===== config.mk =====
export PLATFORM = sky130hd
export DESIGN_NAME = dfp_burst_responder_flat
export DESIGN_NICKNAME = d
export VERILOG_FILES = /design/src/rtl/dfp_burst_responder_if.sv /design/src/rtl/dfp_burst_responder.sv /design/src/flat_wrapper.sv
export SDC_FILE = /design/constraint.sdc
export NUM_CORES = 1
export LEC_CHECK = 0
export ABC_CLOCK_PERIOD_IN_PS = 18800
export CORE_AREA = 8 8 270 272
export DETAILED_ROUTE_END_ITERATION = 6
export DIE_AREA = 0 0 278 280
export GPL_TIMING_DRIVEN = 0
export PLACE_DENSITY = 0.67
export SYNTH_ARGS = -nofsm -noshare
export SYNTH_HDL_FRONTEND = slang
export SYNTH_SLANG_ARGS = --single-unit

===== constraint.sdc =====
create_clock -name clk -period 18.8 [get_ports clk]
set_clock_uncertainty 0.15 [all_clocks]
set_input_delay 3.76 -clock clk [delete_from_list [all_inputs] [get_ports clk]]
set_output_delay 3.76 -clock clk [all_outputs]
set_load 0.05 [all_outputs]

===== src/rtl/dfp_burst_responder_if.sv =====
// Bus bundle between the cache's downstream-facing port and the burst memory.
//   dfp_*  : line-level request/response (cache side)
//   bmem_* : 64-bit beat-level burst channel (memory side)
// Modports:
//   master : cache + memory side (drives dfp requests and bmem responses)
//   slave  : responder (consumes dfp requests, drives bmem commands/beats)
interface dfp_burst_responder_if #(
  parameter int unsigned ADDR_W = 32,
  parameter int unsigned BEAT_W = 64,
  parameter int unsigned BEATS  = 4
);
  localparam int unsigned LINE_W = BEAT_W * BEATS;

  logic [ADDR_W-1:0] dfp_addr;
  logic              dfp_read;
  logic              dfp_write;
  logic [LINE_W-1:0] dfp_wdata;
  logic [LINE_W-1:0] dfp_rdata;
  logic              dfp_resp;

  logic [ADDR_W-1:0] bmem_addr;
  logic              bmem_read;
  logic              bmem_write;
  logic [BEAT_W-1:0] bmem_wdata;
  logic              bmem_ready;
  logic [BEAT_W-1:0] bmem_rdata;
  logic              bmem_rvalid;

  modport master (
    output dfp_addr, dfp_read, dfp_write, dfp_wdata,
    input  dfp_rdata, dfp_resp,
    input  bmem_addr, bmem_read, bmem_write, bmem_wdata,
    output bmem_ready, bmem_rdata, bmem_rvalid
  );

  modport slave (
    input  dfp_addr, dfp_read, dfp_write, dfp_wdata,
    output dfp_rdata, dfp_resp,
    output bmem_addr, bmem_read, bmem_write, bmem_wdata,
    input  bmem_ready, bmem_rdata, bmem_rvalid
  );
endinterface


===== src/rtl/dfp_burst_responder.sv =====
// Responder for the cache's downstream-facing port. Each 256-bit line read or
// write becomes a 4-beat 64-bit burst on the bmem channel; one single-cycle
// dfp_resp is returned per request.
// Ports:
//   clk : clock
//   rst : asynchronous reset, active-high
//   bus : dfp_burst_responder_if.slave (dfp request/response, bmem burst)
module dfp_burst_responder #(
  parameter int unsigned ADDR_W = 32,
  parameter int unsigned BEAT_W = 64,
  parameter int unsigned BEATS  = 4
) (
  input  logic                        clk,
  input  logic                        rst,
  dfp_burst_responder_if.slave        bus
);
  localparam int unsigned OFF_W = $clog2(BEAT_W * BEATS / 8);
  localparam int unsigned CNT_W = $clog2(BEATS);
  localparam logic [ADDR_W-1:0] ADDR_MASK = {{(ADDR_W-OFF_W){1'b1}}, {OFF_W{1'b0}}};
  localparam logic [CNT_W-1:0]  LAST_BEAT = CNT_W'(BEATS - 1);

  typedef enum logic [2:0] {
    IDLE,
    RD_CMD,
    RD_BEAT,
    WR_BEAT,
    RESP,
    DONE
  } state_t;

  state_t                       state, next;
  logic [CNT_W-1:0]             beat;
  logic [ADDR_W-1:0]            addr_q;
  logic [BEATS-1:0][BEAT_W-1:0] wdata_q;
  logic [BEATS-1:0][BEAT_W-1:0] rdata_q;

  always_ff @(posedge clk or posedge rst) begin
    if (rst) state <= IDLE;
    else     state <= next;
  end

  // Beat counter wraps back to 0 naturally on the last beat of each burst.
  always_ff @(posedge clk or posedge rst) begin
    if (rst) begin
      beat    <= '0;
      addr_q  <= '0;
      wdata_q <= '0;
      rdata_q <= '0;
    end else begin
      case (state)
        IDLE: begin
          if (bus.dfp_read || bus.dfp_write) begin
            addr_q <= bus.dfp_addr & ADDR_MASK;
            beat   <= '0;
            if (bus.dfp_write) wdata_q <= bus.dfp_wdata;
          end
        end
        RD_BEAT: begin
          if (bus.bmem_rvalid) begin
            rdata_q[beat] <= bus.bmem_rdata;
            beat          <= beat + CNT_W'(1);
          end
        end
        WR_BEAT: begin
          if (bus.bmem_ready) beat <= beat + CNT_W'(1);
        end
        default: ;
      endcase
    end
  end

  always_comb begin
    next           = state;
    bus.bmem_read  = 1'b0;
    bus.bmem_write = 1'b0;
    bus.bmem_addr  = '0;
    bus.bmem_wdata = '0;
    bus.dfp_resp   = 1'b0;
    case (state)
      IDLE: begin
        // Write takes priority when both requests are raised together.
        if (bus.dfp_write)     next = WR_BEAT;
        else if (bus.dfp_read) next = RD_CMD;
      end
      RD_CMD: begin
        bus.bmem_read = 1'b1;
        bus.bmem_addr = addr_q;
        if (bus.bmem_ready) next = RD_BEAT;
      end
      RD_BEAT: begin
        if (bus.bmem_rvalid && beat == LAST_BEAT) next = RESP;
      end
      WR_BEAT: begin
        bus.bmem_write = 1'b1;
        bus.bmem_addr  = addr_q;
        bus.bmem_wdata = wdata_q[beat];
        if (bus.bmem_ready && beat == LAST_BEAT) next = RESP;
      end
      RESP: begin
        bus.dfp_resp = 1'b1;
        next         = DONE;
      end
      // Guard cycle: the cache is still dropping its request here.
      DONE:    next = IDLE;
      default: next = IDLE;
    endcase
  end

  assign bus.dfp_rdata = rdata_q;
endmodule


===== src/flat_wrapper.sv =====
// flat-port wrapper written by rule: the top's interface ports become plain ports
module dfp_burst_responder_flat 
#(
  parameter int unsigned ADDR_W = 32,
  parameter int unsigned BEAT_W = 64,
  parameter int unsigned BEATS  = 4
)
  (clk, rst, bus_dfp_addr, bus_dfp_read, bus_dfp_write, bus_dfp_wdata, bus_dfp_rdata, bus_dfp_resp, bus_bmem_addr, bus_bmem_read, bus_bmem_write, bus_bmem_wdata, bus_bmem_ready, bus_bmem_rdata, bus_bmem_rvalid);
  dfp_burst_responder_if #(.ADDR_W(ADDR_W), .BEAT_W(BEAT_W), .BEATS(BEATS)) bus_i ();
  input  logic clk;
  input  logic rst;
  input wire logic [$bits(bus_i.dfp_addr)-1:0] bus_dfp_addr;
  input wire logic [$bits(bus_i.dfp_read)-1:0] bus_dfp_read;
  input wire logic [$bits(bus_i.dfp_write)-1:0] bus_dfp_write;
  input wire logic [$bits(bus_i.dfp_wdata)-1:0] bus_dfp_wdata;
  output wire logic [$bits(bus_i.dfp_rdata)-1:0] bus_dfp_rdata;
  output wire logic [$bits(bus_i.dfp_resp)-1:0] bus_dfp_resp;
  output wire logic [$bits(bus_i.bmem_addr)-1:0] bus_bmem_addr;
  output wire logic [$bits(bus_i.bmem_read)-1:0] bus_bmem_read;
  output wire logic [$bits(bus_i.bmem_write)-1:0] bus_bmem_write;
  output wire logic [$bits(bus_i.bmem_wdata)-1:0] bus_bmem_wdata;
  input wire logic [$bits(bus_i.bmem_ready)-1:0] bus_bmem_ready;
  input wire logic [$bits(bus_i.bmem_rdata)-1:0] bus_bmem_rdata;
  input wire logic [$bits(bus_i.bmem_rvalid)-1:0] bus_bmem_rvalid;
  assign bus_i.dfp_addr = bus_dfp_addr;
  assign bus_i.dfp_read = bus_dfp_read;
  assign bus_i.dfp_write = bus_dfp_write;
  assign bus_i.dfp_wdata = bus_dfp_wdata;
  assign bus_dfp_rdata = bus_i.dfp_rdata;
  assign bus_dfp_resp = bus_i.dfp_resp;
  assign bus_bmem_addr = bus_i.bmem_addr;
  assign bus_bmem_read = bus_i.bmem_read;
  assign bus_bmem_write = bus_i.bmem_write;
  assign bus_bmem_wdata = bus_i.bmem_wdata;
  assign bus_i.bmem_ready = bus_bmem_ready;
  assign bus_i.bmem_rdata = bus_bmem_rdata;
  assign bus_i.bmem_rvalid = bus_bmem_rvalid;
  dfp_burst_responder #(.ADDR_W(ADDR_W), .BEAT_W(BEAT_W), .BEATS(BEATS)) u_core (.clk(clk), .rst(rst), .bus(bus_i));
endmodule

=== Word-level counts from Yosys, hierarchy flattened ===
Cells that the tools add are included.

* Flip-flop bits (word level): 544
* Output and inout bits: 355
* Word-level logic and storage cells: 58
* Input port bits: 358

* Magnitude comparators: 2
* Add/subtract/negate cells: 1
* Eq/ne operators: 12
* Multiplexer cells: 20
* Reduce and logical (&&, ||, !) cells: 12

{| class="wikitable"
|+ Operators with widths
! kind !! count
|-
| 256-bit bitwise mux || 1
|-
| 64-bit 2-to-1 mux || 3
|-
| 64-bit binary-select mux with 2-bit select || 1
|-
| 64-bit demux with 2-bit select || 1
|-
| 32-bit 2-to-1 mux || 1
|-
| 3-bit 2-to-1 mux || 5
|-
| 3-bit one-hot mux with 5 select lines || 1
|-
| 4-bit AND reduction || 2
|-
| 3-bit by 2-bit equality test with 1-bit output (second input constant) || 2
|-
| 2-bit 2-to-1 mux || 3
|-
| 2-bit by 1-bit != test with 1-bit output (second input constant) || 3
|-
| 2-bit != test (second input constant) || 3
|-
| 2-bit one-hot mux with 3 select lines || 1
|-
| 2-bit AND reduction || 2
|-
| 3-bit by 1-bit equality test with 1-bit output (second input constant) || 1
|-
| 3-bit equality test (second input constant) || 1
|-
| 1-bit logical AND || 3
|-
| 3-bit zero test || 1
|-
| 2-bit by 3-bit < comparator with 1-bit output (second input constant) || 1
|-
| 1-bit 2-to-1 mux || 3
|-
| 3-bit != test (second input constant) || 1
|-
| 3-bit AND reduction || 1
|-
| 3-bit nonzero test || 1
|-
| 2-bit by 1-bit adder with 2-bit output (second input constant) || 1
|-
| other kinds (4) || 4
|}

=== Logic depth before layout (Yosys ltp) ===
Gate-level depths: netlist (run 1).

* Depth after elaboration: 5
* Gate-level depth with buffers: 7
* Gate-level depth less buffers: 4

=== Worst setup path before layout (run 1) ===
Ideal clock, no wire load.

* Kind: register to output
* Start point: reg u_core.beat[0]
* End point: out bus_bmem_wdata[48]
* Path buffers: 3
* Setup slack: 13.059 ns
* Stages on the path, launching flop included: 6
* Data required time: 14.890 ns
* Arrival: 1.831 ns
* Cells stage by stage: dfrtp_1 > clkbuf_1 > buf_4 > buf_4 > mux4_2 > and3_1

* Cells in the longest elaborated chain, start to end: 3

{| class="wikitable"
|+ RTL lines
! item !! line !! text
|-
| start: declaration || dfp_burst_responder.sv:32 || <nowiki>logic [CNT_W-1:0] beat;</nowiki>
|-
| start signal: assignment || dfp_burst_responder.sv:61 || <nowiki>beat <= beat + CNT_W'(1);</nowiki>
|-
| start signal: assignment || dfp_burst_responder.sv:65 || <nowiki>if (bus.bmem_ready) beat <= beat + CNT_W'(1);</nowiki>
|-
| 64-bit binary-select mux with 2-bit select || dfp_burst_responder.sv:96 || <nowiki>bus.bmem_wdata = wdata_q[beat];</nowiki>
|-
| 64-bit 2-to-1 mux (not written as such) || dfp_burst_responder.sv:96 ||
|-
| 64-bit 2-to-1 mux || dfp_burst_responder.sv:79 || <nowiki>case (state)</nowiki>
|-
| end: declaration || flat_wrapper.sv:21 || <nowiki>output wire logic [$bits(bus_i.bmem_wdata)-1:0] bus_bmem_wdata;</nowiki>
|}

No other way between the ends. The select of a mux whose other input is x is not followed.

=== Final worst setup path (run 1) ===
* Start point: reg u_core.state[1]
* End point: out bus_bmem_wdata[54]

* Cells in the longest elaborated chain, start to end: 2

{| class="wikitable"
|+ RTL lines
! item !! line !! text
|-
| start: declaration || dfp_burst_responder.sv:31 || <nowiki>state_t state, next;</nowiki>
|-
| start signal: assignment || dfp_burst_responder.sv:39 || <nowiki>else state <= next;</nowiki>
|-
| 3-bit by 2-bit equality test with 1-bit output || dfp_burst_responder.sv:79 ||
|-
| 64-bit 2-to-1 mux || dfp_burst_responder.sv:79 ||
|}

No other way between the ends.

==> results of run 1 <==
worst paths after layout:
check	from	to	slack [ps]	depth (start not counted)
worst max-delay path	u_core.state[1]	bus_bmem_wdata[54]	10610	6
worst min-delay path	u_core.addr_q[21]	u_core.addr_q[21]	330	1
worst max register to register	u_core.beat[1]	u_core.bus.dfp_rdata[11]	15750	7
worst min register to register	u_core.addr_q[21]	u_core.addr_q[21]	330	1
max in group asynchronous	rst	u_core.bus.dfp_rdata[183]	12880	10
min in group asynchronous	rst	u_core.wdata_q[8]	3400	2
cells by family after synthesis:
kind of cell,count (synthesis)
muxes,604
DFF,544
and+or+nand+nor,111
buffers and inverters,100
AOI/OAI and AO/OA,11
adders and majority gates,4
other,1
final cells by class:
class	count	area [um^2]
Antenna cell	12	30.0
Buffer	95	529
Clock buffer	84	1710
Clock inverter	17	128
Fill cell	5916	36000
Inverter	5	22.5
Multi-Input combinational cell	735	8410
Sequential cell	544	13600
Tap cell	891	1110
Timing Repair Buffer	718	7350
cells in the final DEF (no fill, tap or decap), types with 2 or more instances in the layout:
cell,instances
mux2_2,299
clkinvlp_4,2
buf_4,34
and3_1,64
and2_1,29
buf_12,16
mux4_2,64
diode_2,12
clkbuf_8,10
nor2_1,2
inv_1,4
buf_2,36
clkbuf_1,37
ha_1,4
nor2b_1,4
o21ai_0,3
mux2_1,241
a31o_2,2
conb_1,5
dfrtp_1,544
clkdlybuf4s50_1,702
nand2_4,4
clkbuf_16,61
clkinv_2,11
inv_6,3
registers in the layout, summed over array words and instances (netlist names):
register              flops
u_core.addr_q            27
u_core.wdata_q          256
u_core.bus.dfp_rdata    256
u_core.beat               2
u_core.state              3
power by group:
part / switching [mW] / internal (mW)
combinational: 2.18 / 1.45
sequential: 0.316 / 1.77
clock: 0.471 / 0.642
routing by layer:
metal	vias up	GRT usage	part of all wire
met5	-	0	0.0014
met4	16	0.0420	0.017
met3	108	0.0752	0.088
met2	530	0.350	0.52
met1	7754	0.215	0.37
li1	6573	-	-
==> results.tsv, run 1 <==
metric	value	unit
status	finished, final reports clean	
Lkg Pwr	13.9	nW
standard-cell row count	97	
net count of the finished layout	2521	
largest net degree at the start of global routing	45	
height of the die	280	um
transition time of the tightest slew-check pin	1020	ps
clock period minus final worst setup slack	8190	ps
Post-Syn Area	22600	um^2
largest family of logic cells by synthesized area	multiplexers	
count of non-filler cells in the finished layout	3101	
maximum achievable frequency	122	MHz
async set-reset flop share out of synthesis	1.00	
Peak VDD IR	0.0991	mV
cell taking the most area after synthesis	dfrtp_1	
total grt overflow	0	
total iterations of the first detailed-routing run	4	
layout cells sized above 1	0.249	
Final setup viols	0	
area inside the core boundary	68900	um^2
crit end category	primary output	
die boundary width	278	um
violation count after the first detailed-routing iteration	570	
total clock buffers created by CTS	60	
gp weighted congestion	0.824	
cell with the most instances after synthesis	dfrtp_1	
Port Buffer Count	702	
total wire length	77200	um
Crit path arrival time	4280	ps
mux share of post-synthesis cell area	0.333	
Hold Fails Final Rpt	0	
via count of the first global-routing pass	17000	
Slowest-stage cell, CP	nor2b_1	
synth unique cells	32	
total power divided by cell area	208	nW/um^2
Gates resized, CTS repair	0	
total number of H-tree levels	2	
post-synthesis average cell area	16.4	um^2
finished layout cell area	32900	um^2
synthesized-area fraction occupied by adder cells	0.00222	
min-delay worst type	reg -> reg	
number of warnings printed during yosys synthesis	0	
routed length per placed instance	24.9	um
CTS Hold Buffers Added	0	
Primary FF master, synth	dfrtp_1	
starting density of the core	0.327	
EDFF count, synth	0	
share of the synthesized area in compound gates (AO/OA/AOI/OAI)	0.00355	
clock sink count	544	
total setup buffers inserted after CTS	0	
final hold slack	333	ps
worst slew slack as a fraction of its limit	0.315	
Crit Path Category	reg -> out	
first-pass GRT wire length	115000	um
total routing usage reported by global routing	0.194	
total die area	77800	um^2
post-synthesis share of cell area spent on and, or, nand and nor gates	0.0327	
top cell types by occurrence after synthesis	dfrtp_1, mux2_2, mux2_1, and3_1, mux4_2	
Synth-to-Final Area Change	45.9	%
unrepaired setup endpoints after global routing	false	
Worst Setup Slack, final	10610	ps
sequential area share after synthesis	0.604	
Detailed Place HPWL	61100	um
cell types occupying the most area after synthesis	dfrtp_1, mux2_2, mux2_1	
Top Family by Delay on Critical Path	buffers and inverters	
Clock Pin Slew Worst Setup and Hold Paths	60	ps
register bit total from synthesis	544	
crit path max fanout	10	
total of max-cap violations	0	
Finished Core Util	0.477	
number of DRC violations after detailed routing	0	
required time at the endpoint of the critical path	14890	ps
area post-placement	31000	um^2
overall power	6.83	mW
number of buffers between clock root and the deepest sink	3	
fraction of synthesized cell area in xor and xnor cells	0	
CTS Root Buffer Type	clkbuf_16	
cell count after placement	2988	
total number of vias	15000	
number of top-level design ports	713	
Post-DRT Antenna Nets	0	
vias per std cell	4.83	
Gate Count Post-Synth	1375	
clock tree from TritonCTS	done	
Worst path most repeated cell	clkbuf_1	
Period Utilization, post-route	0.436	
critical-path cell list	buf_2, nor2b_1, clkbuf_1, clkbuf_1, and3_1, clkdlybuf4s50_1	
Worst-Skew Late Latency	610	ps
worst setup slack before clock tree synthesis	11110	ps
number of antenna violations at the first check in global routing	19	
element type at the critical path start	flip-flop	
number of pins with negative max-slew slack in the final report	0	
summed negative setup slack over all endpoints	0	ps
number of buffer and inverter instances along the worst setup path	4	
share of the synthesized area in the top cell type	0.604	
delay of the slowest cell on the worst path	840	ps
Note: power is estimated with default switching activity, not from simulation.
==> run 2: changes to the inputs <==
--- a/config.mk
+++ b/config.mk
@@ -5,12 +5,12 @@
 export SDC_FILE = /design/constraint.sdc
 export NUM_CORES = 1
 export LEC_CHECK = 0
-export ABC_CLOCK_PERIOD_IN_PS = 18800
-export CORE_AREA = 8 8 270 272
+export ABC_CLOCK_PERIOD_IN_PS = 8010
+export CORE_AREA = 8 8 271 273
 export DETAILED_ROUTE_END_ITERATION = 6
-export DIE_AREA = 0 0 278 280
+export DIE_AREA = 0 0 279 281
 export GPL_TIMING_DRIVEN = 0
-export PLACE_DENSITY = 0.67
+export PLACE_DENSITY = 0.65
 export SYNTH_ARGS = -nofsm -noshare
 export SYNTH_HDL_FRONTEND = slang
 export SYNTH_SLANG_ARGS = --single-unit
==> constraint.sdc (replaced) <==
create_clock -name clk -period 8.01 [get_ports clk]
set_clock_uncertainty 0.15 [all_clocks]
set_input_delay 1.602 -clock clk [delete_from_list [all_inputs] [get_ports clk]]
set_output_delay 1.602 -clock clk [all_outputs]
set_load 0.05 [all_outputs]
==> run 2 against run 1 <==
Net effect:
- critical path depth is the same
- final area up 0.78%
- clock power rose to 2.5 times the previous value
- die area rose by 0.72%
- utilization grew 0.12 points
- highest routed layer unchanged
==> results.tsv, run 2 (synthesis results as in run 1) <==
metric	value	unit	change
status	finished, final reports clean		
starting density of the core	0.325		-0.00172
total setup buffers inserted after CTS	0		unchanged
gp weighted congestion	0.848		+2.9%
Peak VDD IR	0.245	mV	+150%
worst r2r dst	u_core.bus.dfp_rdata[49]		
clock sink count	544		unchanged
unrepaired setup endpoints after global routing	false		
violation count after the first detailed-routing iteration	510		-11%
largest net degree at the start of global routing	45		unchanged
total power divided by cell area	489	nW/um^2	+140%
worst slew slack as a fraction of its limit	0.230		-0.0857
min-delay worst type	reg -> reg		
CTS Root Buffer Type	clkbuf_16		
number of buffers between clock root and the deepest sink	3		unchanged
Gates resized, CTS repair	0		unchanged
height of the die	281	um	+0.36%
number of antenna violations at the first check in global routing	39		+20
total number of vias	15000		-0.19%
most common cell after layout, fill and taps aside	clkdlybuf4s50_1		
Crit Path Category	reg -> out		
total die area	78400	um^2	+0.72%
clock period minus final worst setup slack	5910	ps	
area post-placement	31100	um^2	+0.16%
clock tree from TritonCTS	done		
total number of H-tree levels	2		unchanged
crit end category	primary output		
finished layout cell area	33200	um^2	+0.78%
number of pins with negative max-slew slack in the final report	0		unchanged
end of the worst hold path	u_core.addr_q[21]		
filler instances	5997		+1.4%
net count of the finished layout	2518		-0.12%
Port Buffer Count	702		unchanged
Lkg Pwr	13.9	nW	+0.41%
total routing usage reported by global routing	0.192		-0.00198
total iterations of the first detailed-routing run	4		unchanged
area inside the core boundary	69300	um^2	+0.53%
CTS Hold Buffers Added	0		unchanged
number of top-level design ports	713		unchanged
vias per std cell	4.73		-2.2%
die boundary width	279	um	+0.36%
crit path max fanout	10		unchanged
standard-cell row count	97		unchanged
Synth-to-Final Area Change	47.0	%	
hold-critical path depth	1		unchanged
Period Utilization, post-route	0.738		
element type at the critical path start	flip-flop		
total grt overflow	0		unchanged
number of DRC violations after detailed routing	0		unchanged
required time at the endpoint of the critical path	6260	ps	-8630 ps
maximum achievable frequency	169	MHz	
reg-to-reg startpoint	u_core.beat[1]		
Detailed Place HPWL	61200	um	+0.16%
launch point of the worst hold path	u_core.addr_q[21]		
first-pass GRT wire length	113000	um	-1.5%
transition time of the tightest slew-check pin	1150	ps	+128 ps
Post-DRT Antenna Nets	0		unchanged
R2R cell count	7		unchanged
Hold Fails Final Rpt	0		unchanged
routed length per placed instance	24.4	um	-1.8%
register-to-register setup slack	5020	ps	-10730 ps
commonest cells after routing, fill and taps aside	clkdlybuf4s50_1, dfrtp_1, mux2_2		
Clock Pin Slew Worst Setup and Hold Paths	60	ps	about the same
summed negative setup slack over all endpoints	0	ps	unchanged
via count of the first global-routing pass	17000		-0.053%
total clock buffers created by CTS	58		-3.3%
Crit path arrival time	4160	ps	-120 ps
total of max-cap violations	0		unchanged
Worst-Skew Late Latency	610	ps	about the same
layout cells sized above 1	0.254		+0.00499
total wire length	77300	um	+0.15%
Finished Core Util	0.479		+0.00121
Final setup viols	0		unchanged
-- run 2: changes by cell type in the layout (fill, tap and decap cells not counted) --
cell	before	now
buf_12	16	14
buf_16	0	1
bufinv_16	1	7
clkbuf_1	37	32
clkbuf_16	61	58
clkbuf_8	10	13
clkinv_4	1	0
clkinv_8	0	1
clkinvlp_4	2	11
diode_2	12	18
inv_6	3	2
-- run 2: cell type report --
class | instances | area, um^2 | share of cell area
Clock buffer | 79 | 1660 | 0.0501
Timing Repair Buffer | 717 | 7330 | 0.221
Sequential cell | 544 | 13600 | 0.410
Clock inverter | 31 | 374 | 0.0113
Inverter | 5 | 22.5 | 0.000679
Buffer | 95 | 529 | 0.0160
Tap cell | 940 | 1180 | 0.0355
Multi-Input combinational cell | 735 | 8410 | 0.254
Antenna cell | 18 | 45.0 | 0.00136
-- run 2: worst max-delay path, cell delays in order, from the launching register on --
cell and delay, ps:
dfrtp_1 350, buf_2 180, nor2b_1 890, clkbuf_1 530, clkbuf_1 430, and3_1 250, clkdlybuf4s50_1 900
-- run 2: worst max-delay path by stage --
stage               cells past startpoint             from                 end  slack [ps]
global placement                        2              rst   u_core.addr_q[20]       -4450
finish                                  6  u_core.state[2]  bus_bmem_wdata[48]        2100
global route                            6  u_core.state[1]  bus_bmem_wdata[48]        1870
floorplan                               1              rst   u_core.addr_q[10]       -1140
detailed placement                      6  u_core.state[1]  bus_bmem_wdata[48]        2650
CTS                                     6  u_core.state[1]  bus_bmem_wdata[48]        1970
-- run 2: through the flow --
stage                     hold slack, ps  cells  setup WS, ps  power (mW)
after floorplan                      299   1379         -1140        10.4
after global routing                 355   3153          1870        17.0
final                                330   3164          2100        16.2
after detailed placement             320   3036          2650        13.5
after global placement               312   3021         -4450        13.4
after CTS                            335   3146          1970        16.4
-- run 2: power by group --
group	internal, mW	switching [mW]	leakage [nW]
registers	4.15	0.750	6.52
clock network	1.68	1.14	0.977
logic	3.41	5.10	6.42
-- run 2: layer usage --
| layer | vias up | GRT usage | wire length, um |
|---|---|---|---|
| met5 | - | 0 | 251 |
| met4 | 38 | 0.0642 | 2290 |
| met3 | 147 | 0.0806 | 7420 |
| met2 | 558 | 0.340 | 39500 |
| met1 | 7621 | 0.205 | 27800 |
| li1 | 6588 | - | - |
==> run 3: changes to the inputs <==
--- a/config.mk
+++ b/config.mk
@@ -5,12 +5,12 @@
 export SDC_FILE = /design/constraint.sdc
 export NUM_CORES = 1
 export LEC_CHECK = 0
-export ABC_CLOCK_PERIOD_IN_PS = 8010
-export CORE_AREA = 8 8 271 273
+export ABC_CLOCK_PERIOD_IN_PS = 4700
+export CORE_AREA = 8 8 270 272
 export DETAILED_ROUTE_END_ITERATION = 6
-export DIE_AREA = 0 0 279 281
+export DIE_AREA = 0 0 278 280
 export GPL_TIMING_DRIVEN = 0
-export PLACE_DENSITY = 0.65
+export PLACE_DENSITY = 0.67
 export SYNTH_ARGS = -nofsm -noshare
 export SYNTH_HDL_FRONTEND = slang
 export SYNTH_SLANG_ARGS = --single-unit
==> constraint.sdc (replaced) <==
create_clock -name clk -period 4.7 [get_ports clk]
set_clock_uncertainty 0.15 [all_clocks]
set_input_delay 0.94 -clock clk [delete_from_list [all_inputs] [get_ports clk]]
set_output_delay 0.94 -clock clk [all_outputs]
set_load 0.05 [all_outputs]
==> run 3 against run 2 <==
Net effect:
- global-route usage grew 0.15 points
- critical path type unchanged
- final cell count shrank 2.0%
- first-iteration DRC count grew 0.39%
- worst hold slack gained 6.9 ps
- highest routed layer unchanged
- non-clock buffer count is the same
- register-to-register slack lost 3400 ps
- sequential power grew 70%
- total power grew 68%
- utilization shrank 0.11 points
- wire length shrank 0.41%
==> results.tsv, run 3 (synthesis results as in run 1) <==
metric	value	unit	change
hold-critical path depth	1		unchanged
number of pins with negative max-slew slack in the final report	0		unchanged
CTS Hold Buffers Added	0		unchanged
transition time of the tightest slew-check pin	910	ps	-243 ps
area inside the core boundary	68900	um^2	-0.53%
most common cell after layout, fill and taps aside	clkdlybuf4s50_1		
Clock Pin Slew Worst Setup and Hold Paths	60	ps	about the same
total iterations of the first detailed-routing run	4		unchanged
largest net degree at the start of global routing	45		unchanged
CTS Root Buffer Type	clkbuf_16		
total grt overflow	0		unchanged
layout cells sized above 1	0.251		-0.00260
area of the multi-input gates	8420	um^2	about the same
total number of vias	15000		+0.20%
Crit Path Category	reg -> out		
total wire length	77000	um	-0.41%
total of max-cap violations	0		unchanged
total number of H-tree levels	2		unchanged
worst slew slack as a fraction of its limit	0.394		+0.164
total die area	77800	um^2	-0.71%
net count of the finished layout	2520		+0.079%
Peak VDD IR	0.396	mV	+62%
min-delay worst type	reg -> reg		
unrepaired setup endpoints after global routing	false		
overall power	27.3	mW	+68%
number of DRC violations after detailed routing	0		unchanged
violation count after the first detailed-routing iteration	512		+0.39%
height of the die	280	um	-0.36%
filler instances	5911		-1.4%
die boundary width	278	um	-0.36%
Register Area	13600	um^2	unchanged
number of antenna violations at the first check in global routing	19		-51%
vias per std cell	4.83		+2.3%
worst setup slack before clock tree synthesis	-175	ps	-2820 ps
Synth-to-Final Area Change	45.9	%	
required time at the endpoint of the critical path	3610	ps	-2650 ps
starting density of the core	0.327		+0.00172
number of top-level design ports	713		unchanged
clock tree from TritonCTS	done		
total power divided by cell area	830	nW/um^2	+70%
clock period minus final worst setup slack	4540	ps	
number of buffers between clock root and the deepest sink	3		unchanged
Finished Core Util	0.477		-0.00107
total clock buffers created by CTS	60		+3.4%
clock sink count	544		unchanged
final hold slack	337	ps	+6.86 ps
Detailed Place HPWL	61100	um	-0.16%
Period Utilization, post-route	0.965		
Hold Fails Final Rpt	0		unchanged
crit path max fanout	10		unchanged
Worst-Skew Late Latency	610	ps	about the same
total routing usage reported by global routing	0.193		+0.00152
Worst Setup Slack, final	163	ps	-1930 ps
routed length per placed instance	24.8	um	+1.6%
Post-DRT Antenna Nets	0		unchanged
Lkg Pwr	13.9	nW	about the same
total setup buffers inserted after CTS	0		unchanged
first-pass GRT wire length	115000	um	+1.3%
commonest cells after routing, fill and taps aside	clkdlybuf4s50_1, dfrtp_1, mux2_2		
gp weighted congestion	0.824		-2.8%
Crit path arrival time	3450	ps	-710 ps
via count of the first global-routing pass	17000		-0.035%
Port Buffer Count	702		unchanged
standard-cell row count	97		unchanged
maximum achievable frequency	220	MHz	
Final setup viols	0		unchanged
crit end category	primary output		
summed negative setup slack over all endpoints	0	ps	unchanged
element type at the critical path start	flip-flop		
R2R cell count	7		unchanged
status	finished, final reports clean		
## run 3: changes by cell type in the layout (fill, tap and decap cells not counted), moves of 3 or more
cell,before,now
dlygate4sd2_1,0,3
diode_2,18,12
clkdlybuf4s50_1,702,697
clkbuf_16,58,61
clkinvlp_4,11,2
clkbuf_2,0,4
bufinv_16,7,1
clkbuf_8,13,10
## run 3: report_power, final
group	internal, mW	total [mW]	leakage [nW]	switching, mW
clock network	2.57	4.45	0.914	1.88
registers	7.07	8.35	6.52	1.27
logic	5.81	14.5	6.49	8.72
## run 3: metal layers
metal	wire, um	part of all wire	vias up	global-route usage
met4	1380	0.018	16	0.0420
met3	6880	0.089	107	0.0749
met1	28600	0.37	7747	0.215
met2	40000	0.52	536	0.349
li1	-	-	6576	-
met5	103	0.0013	-	0
## run 3: path summary, 6_finish.rpt
kind                              startpoint                   endpoint  slack, ps
min                        u_core.addr_q[21]          u_core.addr_q[21]        340
max in group asynchronous                rst  u_core.bus.dfp_rdata[186]       1600
max reg2reg                   u_core.beat[1]   u_core.bus.dfp_rdata[11]       1640
min reg2reg                u_core.addr_q[21]          u_core.addr_q[21]        340
min in group asynchronous                rst          u_core.wdata_q[8]        580
max                           u_core.beat[1]         bus_bmem_wdata[34]        160
## run 3: worst max-delay path, stage by stage, from the launching register on
cell	delay, ps
dfrtp_1	400
buf_2	370
clkbuf_1	610
mux4_2	340
and3_1	240
clkdlybuf4s50_1	850
## run 3: cell type report
| type | count | area share |
|---|---|---|
| inverter | 5 | 0.000684 |
| antenna | 12 | 0.000912 |
| timing repair buffer | 718 | 0.223 |
| clock buffer | 84 | 0.0520 |
| sequential | 544 | 0.414 |
| clock inverter | 17 | 0.00388 |
| buffer | 94 | 0.0161 |
| multi-input combinational | 735 | 0.256 |
| tap | 891 | 0.0339 |
## run 3: per-stage QoR
step           area, um^2  instances
2_1_floorplan       22600       1379
3_5_place_dp        31000       2988
5_1_grt             32900       3091
6_report            32900       3100
4_1_cts             32900       3088
3_3_place_gp        30700       2972
## run 3: what timing repair did
item                                   in CTS  in global routing
endpoints found under the hold margin       0                  0
setup endpoints to repair                  65                  7
pin swaps                                   0                  0
gates resized for setup                     8                  4
